===== src/rtl/stack_game_sequencer.sv =====
// Block-stacking game sequencer: bounces the active row's block, locks and trims it on stop, and flags win/lose.
// Latency: a lock commits on the 3rd clk edge after stop_btn rises; all outputs are registered; no backpressure, ticks and presses are never stalled.
module stack_game_sequencer #(
  parameter int START_WIDTH   = 3,
  parameter int HOLDOFF_TICKS = 2
) (
  input  logic        clk,
  input  logic        rst,
  input  logic        start_sw,
  input  logic        stop_btn,
  input  logic        shift_tick,
  output logic [63:0] matrix,
  output logic [2:0]  row_idx,
  output logic        playing,
  output logic        win,
  output logic        lose
);

  typedef enum logic [1:0] {S_IDLE, S_RUN, S_WIN, S_LOSE} state_t;

  localparam logic [7:0] INIT_MASK    = 8'((32'd1 << START_WIDTH) - 32'd1);
  localparam logic [3:0] HOLDOFF_INIT = 4'(HOLDOFF_TICKS);
  localparam logic       DIR_LEFT     = 1'b0;
  localparam logic       DIR_RIGHT    = 1'b1;

  state_t      state_q, state_d;
  logic [7:0]  rows_q [8];
  logic [7:0]  rows_d [8];
  logic [7:0]  mask_q, mask_d;
  logic        dir_q, dir_d;
  logic [2:0]  row_idx_q, row_idx_d;
  logic [3:0]  holdoff_q, holdoff_d;
  logic        sync1_q, sync2_q, sync3_q;
  logic [63:0] matrix_q, matrix_d;
  logic        playing_q, playing_d;
  logic        win_q, win_d;
  logic        lose_q, lose_d;

  logic        stop_pulse;
  logic [7:0]  below;
  logic [7:0]  locked;

  assign stop_pulse = sync2_q & ~sync3_q;
  assign below      = rows_q[3'(row_idx_q - 3'd1)];
  assign locked     = (row_idx_q == 3'd0) ? mask_q : (mask_q & below);

  always_comb begin
    state_d   = state_q;
    rows_d    = rows_q;
    mask_d    = mask_q;
    dir_d     = dir_q;
    row_idx_d = row_idx_q;
    holdoff_d = holdoff_q;

    if (!start_sw || state_q == S_IDLE) begin
      // Leaving a game and starting one both begin from a clean board.
      state_d   = start_sw ? S_RUN : S_IDLE;
      rows_d    = '{default: 8'h00};
      mask_d    = INIT_MASK;
      dir_d     = DIR_LEFT;
      row_idx_d = 3'd0;
      holdoff_d = 4'd0;
    end else if (state_q == S_RUN) begin
      if (stop_pulse && holdoff_q == 4'd0) begin
        if (locked == 8'h00) begin
          rows_d[row_idx_q] = mask_q;
          state_d           = S_LOSE;
        end else begin
          rows_d[row_idx_q] = locked;
          if (row_idx_q == 3'd7) begin
            state_d = S_WIN;
          end else begin
            row_idx_d = row_idx_q + 3'd1;
            mask_d    = locked;
            holdoff_d = HOLDOFF_INIT;
          end
        end
      end else if (shift_tick) begin
        if (holdoff_q != 4'd0) holdoff_d = holdoff_q - 4'd1;
        // A full-width block has nowhere to move without losing bits.
        if (mask_q[7] && mask_q[0]) begin
          mask_d = mask_q;
        end else if (dir_q == DIR_LEFT && mask_q[7]) begin
          dir_d  = DIR_RIGHT;
          mask_d = mask_q >> 1;
        end else if (dir_q == DIR_RIGHT && mask_q[0]) begin
          dir_d  = DIR_LEFT;
          mask_d = mask_q << 1;
        end else if (dir_q == DIR_LEFT) begin
          mask_d = mask_q << 1;
        end else begin
          mask_d = mask_q >> 1;
        end
      end
    end
  end

  always_comb begin
    matrix_d  = 64'h0;
    playing_d = (state_d == S_RUN);
    win_d     = (state_d == S_WIN);
    lose_d    = (state_d == S_LOSE);
    for (int r = 0; r < 8; r++) begin
      if (state_d != S_RUN)           matrix_d[63-8*r -: 8] = rows_d[r];
      else if (3'(r) < row_idx_d)     matrix_d[63-8*r -: 8] = rows_d[r];
      else if (3'(r) == row_idx_d)    matrix_d[63-8*r -: 8] = mask_d;
      else                            matrix_d[63-8*r -: 8] = 8'h00;
    end
  end

  always_ff @(posedge clk or posedge rst) begin
    if (rst) begin
      state_q   <= S_IDLE;
      rows_q    <= '{default: 8'h00};
      mask_q    <= INIT_MASK;
      dir_q     <= DIR_LEFT;
      row_idx_q <= 3'd0;
      holdoff_q <= 4'd0;
      sync1_q   <= 1'b0;
      sync2_q   <= 1'b0;
      sync3_q   <= 1'b0;
      matrix_q  <= 64'h0;
      playing_q <= 1'b0;
      win_q     <= 1'b0;
      lose_q    <= 1'b0;
    end else begin
      state_q   <= state_d;
      rows_q    <= rows_d;
      mask_q    <= mask_d;
      dir_q     <= dir_d;
      row_idx_q <= row_idx_d;
      holdoff_q <= holdoff_d;
      sync1_q   <= stop_btn;
      sync2_q   <= sync1_q;
      sync3_q   <= sync2_q;
      matrix_q  <= matrix_d;
      playing_q <= playing_d;
      win_q     <= win_d;
      lose_q    <= lose_d;
    end
  end

  assign matrix  = matrix_q;
  assign row_idx = row_idx_q;
  assign playing = playing_q;
  assign win     = win_q;
  assign lose    = lose_q;

endmodule


===== config.mk =====
export PLATFORM = sky130hd
export DESIGN_NAME = stack_game_sequencer
export DESIGN_NICKNAME = d
export VERILOG_FILES = /design/src/rtl/stack_game_sequencer.sv
export SDC_FILE = /design/constraint.sdc
export NUM_CORES = 1
export LEC_CHECK = 0
export ABC_AREA = 1
export CORE_MARGIN = 2
export CORE_UTILIZATION = 40
export DETAILED_ROUTE_END_ITERATION = 8
export PLACE_DENSITY = 0.62
export SLEW_MARGIN = 20
export SYNTH_ARGS = -nofsm -noshare
export SYNTH_HDL_FRONTEND = slang
export SYNTH_SLANG_ARGS = --single-unit

===== constraint.sdc =====
create_clock -name clk -period 6.95 [get_ports clk]
set_clock_uncertainty 0.2 [all_clocks]
set_input_delay 1.0425 -clock clk [delete_from_list [all_inputs] [get_ports clk]]
set_output_delay 1.0425 -clock clk [all_outputs]
set_load 0.005 [all_outputs]

Yosys cells after proc, flatten, opt, wreduce, memory -nomap -nowiden
Index checks and enable logic that the tools add are counted.
{ "op_classes": {"add_sub_neg": 3, "n_lt_le_gt_ge": 11, "n_eq_ne": 17, "mux": 71, "bitwise": 6, "reduce_logical": 20} }
{ "ops": {"columns": ["op", "count"], "rows": [
  ["$mux 8", 38],
  ["$mux 64", 4],
  ["$bwmux 64", 2],
  ["$mux 4", 7],
  ["$bmux 8 s3", 1],
  ["$demux 8 s3", 1],
  ["$mux 3", 5],
  ["$eq 3x3->1 const A", 4],
  ["$lt 3x3->1 const A", 4],
  ["$mux 2", 5],
  ["$reduce_and 5->1", 2],
  ["$reduce_bool 3->1", 3],
  ["$and 8x8->8", 1],
  ["$ge 4x4->1 const B", 2],
  ["$logic_not 8->1", 1],
  ["$mux 1", 8],
  ["$not 3->4", 2],
  ["$eq 2x3->1 const A", 2],
  ["$logic_not 3->1", 2],
  ["$lt 1x3->1 const A", 2],
  ["$lt 2x3->1 const A", 2],
  ["$ne 3x3->1 const B", 2],
  ["$logic_and 1x1->1", 5],
  ["$eq 2x1->1 const B", 2],
  ["other kinds (17)", 21]
]} }
{ "totals": {"ff_bits": 152, "in_bits": 5, "out_inout_bits": 70} }

Depth between registers and ports, before layout
Gate-level depths: netlist (run 1).
{ "logic_depth": {"ltp_word": 16, "depth_mapped": 25} }

Worst setup path before layout (run 1)
No wires, ideal clock.
{ "synth_timing": {"kind": "flip-flop to flip-flop", "startpoint": "reg row_idx_q[0] (netlist: row_idx[0])", "endpoint": "reg matrix_q[40] (netlist: matrix[40])", "setup_ns": 0.118, "t_arrival_ns": 2.802, "t_required_ns": 6.632, "path_slack_ns": 3.830, "path_stages_with_launch": 26, "period_less_slack_ns": 3.120, "path_cell_list": "dfrtp_1 -> buf_4 -> inv_2 -> buf_4 -> ha_1 -> buf_4 -> inv_4 -> buf_4 -> nand3_1 -> nand3_1 -> nand3_1 -> nand2_1 -> nand2_1 -> nor2_2 -> nand2_4 -> nand2_4 -> nand2_2 -> nand2_2 -> nand2_4 -> nand2_8 -> inv_4 -> buf_6 -> nand2_1 -> inv_2 -> nand2_1 -> nand2_1"} }
{ "synth_between": {"elab_chain_len": 16} }
{ "synth_lines": {"columns": ["item", "line", "source"], "rows": [
  ["from (decl)", "31", "logic [2:0] row_idx_q, row_idx_d;"],
  ["from (signal assigned)", "131", "row_idx_q <= row_idx_d;"],
  ["parallel branches: the longest is 15 deep, another holds $sub 3x1->3", null, null],
  ["$mux 8 *", "104", "if (state_d != S_RUN) matrix_d[63-8*r -: 8] = rows_d[r];"],
  ["net matrix_d[40]", "34", "logic [63:0] matrix_q, matrix_d;"],
  ["to (signal assigned)", "136", "matrix_q <= matrix_d;"],
  ["to (decl)", "34", null]
]} }
Mark *: on every way through the listed nets, which the timed path passes. The select of a mux whose other input is x is not followed.
A chain may end at the register's enable or synchronous reset.

==> flow_metrics.tcl, run 1 <==
set metrics [dict create \
    final_common_cell "nand2_1" \
    rsz0062_at_grt "no" \
    crit_fanout 66 \
    critPathLaunchType "flop" \
    reg2regPathDepth 17 \
    antenna_cells 0 \
    syn2layout_area_growth_pct 16.8 \
    core_um2 21600 \
    finalNonFillerCells 1531 \
    dp_slack_ns 1.50 \
    cts.sinks 152 \
    power_density_nw_per_um2 222 \
    clk_latency_ns 0.44 \
    critPathCaptureType "flop" \
    wl_met2_um 13800 \
    io_pins 75 \
    die_h_um 152 \
    htreeDepth 4 \
    cts_buffer_depth 2 \
    wl_per_cell_um 21.0 \
    gp_congestion 1.02 \
    min_path_type "reg -> reg" \
    hold_viol 0 \
    numPlacedInstances 1499 \
    cts_hold_buf 0 \
    drc 0 \
    synthCells 1203 \
    yosysUniqueCellTypes 40 \
    ys_ff_latch 152 \
    path_clk_slew_ns 0.07 \
    grt_max_degree 94 \
    slew_headroom 0.293 \
    required_ns 7.04 \
    crit_chain "inv_2 > ha_1 > inv_4 > nand3_1 > nand3_1 > nand3_1 > nand2_1 > nand2_1 > nor2_2 > nand2_4 > inv_2 > nand2_1 > o21ai_0 > nand2_1 > o211a_1 > nand2_1 > o21ai_0" \
    setup_viol_count_final 0 \
    fin_crit_ns 5.24 \
    post-route-period-util 0.754 \
    cts_tree "done" \
    ff2ff_setup_slack_ns 1.71 \
    dp.final_hpwl_um 21400 \
    min_to "sync2_q" \
    die_w_um 152 \
    row_count 54 \
    fin_ws_ns 1.71 \
    drt_iter0_drc 1176 \
    synth_seq_area_share 0.436 \
    maxCapViolCount 0 \
    drv_slew 0 \
    final_cell_mix "nand2_1, o21ai_0, dfrtp_1" \
    avgSynthCellArea_um2 7.27 \
    overflow 0 \
    p_leak_nw 4.78 \
    critPathBufInv 3 \
    syn-num-nets 1213 \
    antenna_found_initial 0 \
    post_cts_buffers 0 \
    r2r_end "matrix[5]" \
    timing.rr.start "row_idx[0]" \
    fin_tns_setup_ns 0 \
    track_usage 0.275 \
    grt_pass1_vias 7975 \
    crit_family "simple AND/OR/NAND/NOR gates" \
    firstDrtPassIters 9 \
    ant_nets 0 \
    critPathKind "reg -> reg" \
    routed_wl_um 32100 \
    grt_first_pass_wirelength_um 48700 \
    min_path_cells 0 \
    arrival_ns 5.33 \
    min_from "sync1_q" \
    cts_buffers 17 \
    wl_met1_um 14000 \
    nets 1248 \
    fmax_ghz 0.191 \
    post_cts_resized 0 \
    vias_per_cell 5.64 \
    worst_pin_slew_ns 1.05 \
    ir_worst_vdd_mv 0.155 \
    cp_slowest_stage_delay_ns 0.77 \
    initial_utilization 0.404 \
    syn_area_um2 8740 \
    io_buffer_count 74 \
    cp_common_cell "nand2_1" \
    holdWs_ns 0.155 \
    cts_root_buf "clkbuf_16" \
    layout-drive-gt1-share 0.0855 \
    slowest_stage "nand2_1" \
    highest_layer "met4" \
    status "completed" \
    wl_met3_um 2800 \
    synth_warnings 0 \
    die-area_um2 23100 \
    vias 8631 \
]
-- routing by layer --
| layer | up-vias | track usage |
|---|---|---|
| li1 | 4024 | - |
| met1 | 4018 | 0.395 |
| met2 | 504 | 0.411 |
| met3 | 85 | 0.0442 |
| met4 | 0 | 0.125 |
| met5 | - | 0 |
-- metrics by stage --
| step | area (um2) | util | power, mW |
|---|---|---|---|
| after global routing | 10200 | 0.472 | 2.35 |
| after floorplan | 8740 | - | 1.11 |
| after CTS | 10200 | 0.472 | 2.27 |
| final | 10200 | 0.472 | 2.27 |
| after detailed placement | 9550 | 0.441 | 1.22 |
| after global placement | 9550 | 0.441 | 1.22 |
-- kinds of logic after synthesis --
| kind of cell | after synthesis | share of synthesized area |
|---|---|---|
| AND/OR/NAND/NOR | 614 | 0.312 |
| XOR/XNOR | 1 | 0.00100 |
| AO/OA/AOI/OAI | 290 | 0.172 |
| adder cells (fa/ha/maj) | 5 | 0.00716 |
| buffers and inverters | 141 | 0.0726 |
| flip-flops | 152 | 0.436 |
-- cell type report --
type | instances | area (um2)
Inverter | 79 | 310
Clock inverter | 13 | 218
Multi-Input combinational cell | 910 | 4310
Fill cell | 2201 | 11400
Tap cell | 280 | 350
Timing Repair Buffer | 78 | 771
Sequential cell | 152 | 3810
Clock buffer | 19 | 443
-- how the worst max path moves through the flow --
stage               cells past startpoint         end  slack (ns)  startpoint
floorplan                               1       dir_q        1.62         rst
global placement                       18   matrix[4]        1.64  row_idx[0]
detailed placement                     18  matrix[32]        1.50  row_idx[0]
CTS                                    18  matrix[32]        1.49  row_idx[0]
global route                           17   matrix[5]        1.38  row_idx[0]
finish                                 17   matrix[5]        1.71  row_idx[0]
-- power breakdown --
part / switching, mW / internal (mW)
combinational: 0.184 / 0.0751
sequential: 0.0368 / 0.915
clock: 0.406 / 0.653
-- sequential cells by signal (all words and copies together), names as in the netlist --
register   count
sync3_q        1
playing        1
holdoff_q      4
lose           1
matrix        64
sync2_q        1
rows_q        64
win            1
mask_q         8
state_q        2
row_idx        3
dir_q          1
sync1_q        1
-- Yosys cell counts (all sizes together) --
| cell | n | area [um2] |
|---|---|---|
| nand2 | 416 | 1650 |
| dfrtp | 149 | 3730 |
| nand3 | 110 | 596 |
| or2 | 15 | 93.8 |
| clkbuf | 34 | 130 |
| o211a | 2 | 20.0 |
| nor3 | 8 | 66.3 |
| ha | 5 | 62.6 |
| nand4 | 6 | 37.5 |
| buf | 28 | 199 |
| xor2 | 1 | 8.76 |
| a31oi | 1 | 6.26 |
| o211ai | 5 | 37.5 |
| and3 | 1 | 6.26 |
| o21bai | 1 | 7.51 |
| nor2 | 57 | 270 |
| dfstp | 3 | 78.8 |
| o21ai | 202 | 1010 |
| clkinv | 2 | 8.75 |
| inv | 77 | 297 |
| nand3b | 1 | 7.51 |
| a21oi | 78 | 413 |
| o31ai | 1 | 7.51 |
No activity file was read; power rests on OpenSTA's default activity.
==> run 2, diff against run 1 <==
clock period = 4.9 ns   (was 6.95 ns; I/O delays follow)
==> run 2 against run 1 <==
  * Sequential share of layout area is 0.62 points lower
  * Via count increased by 0.42%
  * Count of clock-buffer cells in the layout unchanged
  * Design area grew 1.7%
  * Die area unchanged
  * Global-route usage rose by 1.2 points
  * Worst setup slack lost 0.99 ns
  * First-iteration DRC count down 26%
  * Power is 48% higher
  * Worst hold slack worse by 0.0068 ns
  * Critical path depth increased by 1
==> flow_metrics.tcl, run 2 (same netlist as run 1, synthesis figures left out) <==
set metrics [dict create \
    slowest_stage "nor2_1" \
    maxCapViolCount 0 \
    gp_congestion 0.985 \
    cp_slowest_stage_delay_ns 0.67 \
    wl_per_cell_um 21.3 \
    critPathKind "reg -> reg" \
    worst_pin_slew_ns 0.967 \
    min_to "sync2_q" \
    dp.final_hpwl_um 22200 \
    grt_pass1_vias 8120 \
    fillCellCount 2180 \
    numPlacedInstances 1513 \
    min_path_type "reg -> reg" \
    cts_root_buf "clkbuf_16" \
    die-area_um2 23100 \
    grt_max_degree 73 \
    min_path_cells 0 \
    htreeDepth 4 \
    fmax_ghz 0.239 \
    comb_power_share 0.116 \
    reg2regPathDepth 18 \
    critPathLaunchType "flop" \
    finalNonFillerCells 1546 \
    cts_tree "done" \
    nets 1262 \
    p_clk_frac 0.485 \
    core_um2 21600 \
    antenna_found_initial 1 \
    fin_util 0.480 \
    track_usage 0.287 \
    slew_headroom 0.355 \
    drt_iter0_drc 867 \
    busiest_layer "met2" \
    cts.sinks 152 \
    grtUsageMet2 0.434 \
    clk_latency_ns 0.44 \
    ff2ff_setup_slack_ns 0.72 \
    syn2layout_area_growth_pct 18.8 \
    final_cell_mix "nand2_1, o21ai_0, dfrtp_1" \
    holdWs_ns 0.149 \
    io_pins 75 \
    required_ns 5.05 \
    fin_crit_ns 4.18 \
    met1_usage 0.403 \
    drc 0 \
    die_w_um 152 \
    setup_viol_count_final 0 \
    row_count 54 \
    crit_fanout 17 \
    final_common_cell "nand2_1" \
    critPathCaptureType "flop" \
    crit_chain "inv_1 > ha_1 > inv_4 > nand3_1 > nand3_1 > nand3_1 > nand2_1 > nand2_1 > nor2_2 > nand2_4 > nand2_4 > nand2_2 > nand2_2 > nand2_4 > nand2_8 > nor2_1 > inv_1 > o21ai_0" \
    path_clk_slew_ns 0.07 \
    post_cts_buffers 0 \
    io_buffer_count 74 \
    min_from "sync1_q" \
    p_int_mw 2.46 \
    power_density_nw_per_um2 324 \
    ant_nets 0 \
    routed_wl_um 32900 \
    vias_per_cell 5.61 \
    switching_share 0.270 \
    total_power_mw 3.36 \
    post_cts_resized 0 \
    cts_buffer_depth 2 \
    vias 8667 \
    ir_worst_vdd_mv 0.233 \
    drv_slew 0 \
    timing.rr.start "row_idx[1]" \
    post-route-period-util 0.852 \
    arrival_ns 4.33 \
    status "completed" \
    p_leak_nw 4.88 \
    hold_viol 0 \
    switchingPower_mw 0.908 \
    r2r_end "matrix[37]" \
    grt_first_pass_wirelength_um 50200 \
    grtUsageMet3 0.0636 \
    overflow 0 \
    rsz0062_at_grt "no" \
    firstDrtPassIters 6 \
    layout-drive-gt1-share 0.0957 \
    cts_buffers 17 \
    cts_hold_buf 0 \
    fin_tns_setup_ns 0 \
    die_h_um 152 \
    initial_utilization 0.404 \
    p_seq_frac 0.398 \
]
[run 2: worst max-delay path by stage]
stage,cells after the start,from,endpoint,slack (ns)
after floorplan,25,row_idx[0],matrix[40],1.78
after global placement,20,row_idx[0],matrix[62],0.92
after detailed placement,18,row_idx[1],matrix[62],0.84
after CTS,18,row_idx[1],matrix[62],0.82
after global routing,19,row_idx[1],matrix[53],0.41
final,18,row_idx[1],matrix[37],0.72
[run 2: cell type report]
class	count	area (um2)	share of cell area
antenna	1	2.50	0.000241
sequential	152	3810	0.367
tap	280	350	0.0338
clock inverter	13	263	0.0253
multi-input combinational	910	4310	0.415
inverter	79	309	0.0298
clock buffer	19	453	0.0436
timing repair buffer	92	888	0.0856
[run 2: power groups by stage]
stage / clock, mW / sequential, mW / combinational, mW
6_report: 1.63 / 1.34 / 0.391
5_1_grt: 1.71 / 1.34 / 0.427
4_1_cts: 1.64 / 1.34 / 0.387
3_5_place_dp: 0 / 1.36 / 0.385
3_3_place_gp: 0 / 1.36 / 0.383
2_1_floorplan: 0 / 1.34 / 0.236
[run 2: metrics by stage]
stage / worst slack (ns) / area (um2)
floorplan: 1.78 / 8740
global placement: 0.924 / 9660
detailed placement: 0.836 / 9660
CTS: 0.824 / 10400
global route: 0.408 / 10400
finish: 0.723 / 10400
[run 2: per-layer routing]
layer / part of all wire / vias to the layer above
li1: - / 4035
met4: 0.038 / 0
met3: 0.091 / 87
met1: 0.43 / 4067
met5: 0 / -
met2: 0.44 / 478
[run 2: worst max-delay path: cells and delay by family, from the launching register on]
family	cells	cell delay (ns)
compound gates	1	0.22
simple gates	13	2.06
buf+inv	3	0.55
fa+ha+maj	1	0.61
flops	1	0.41
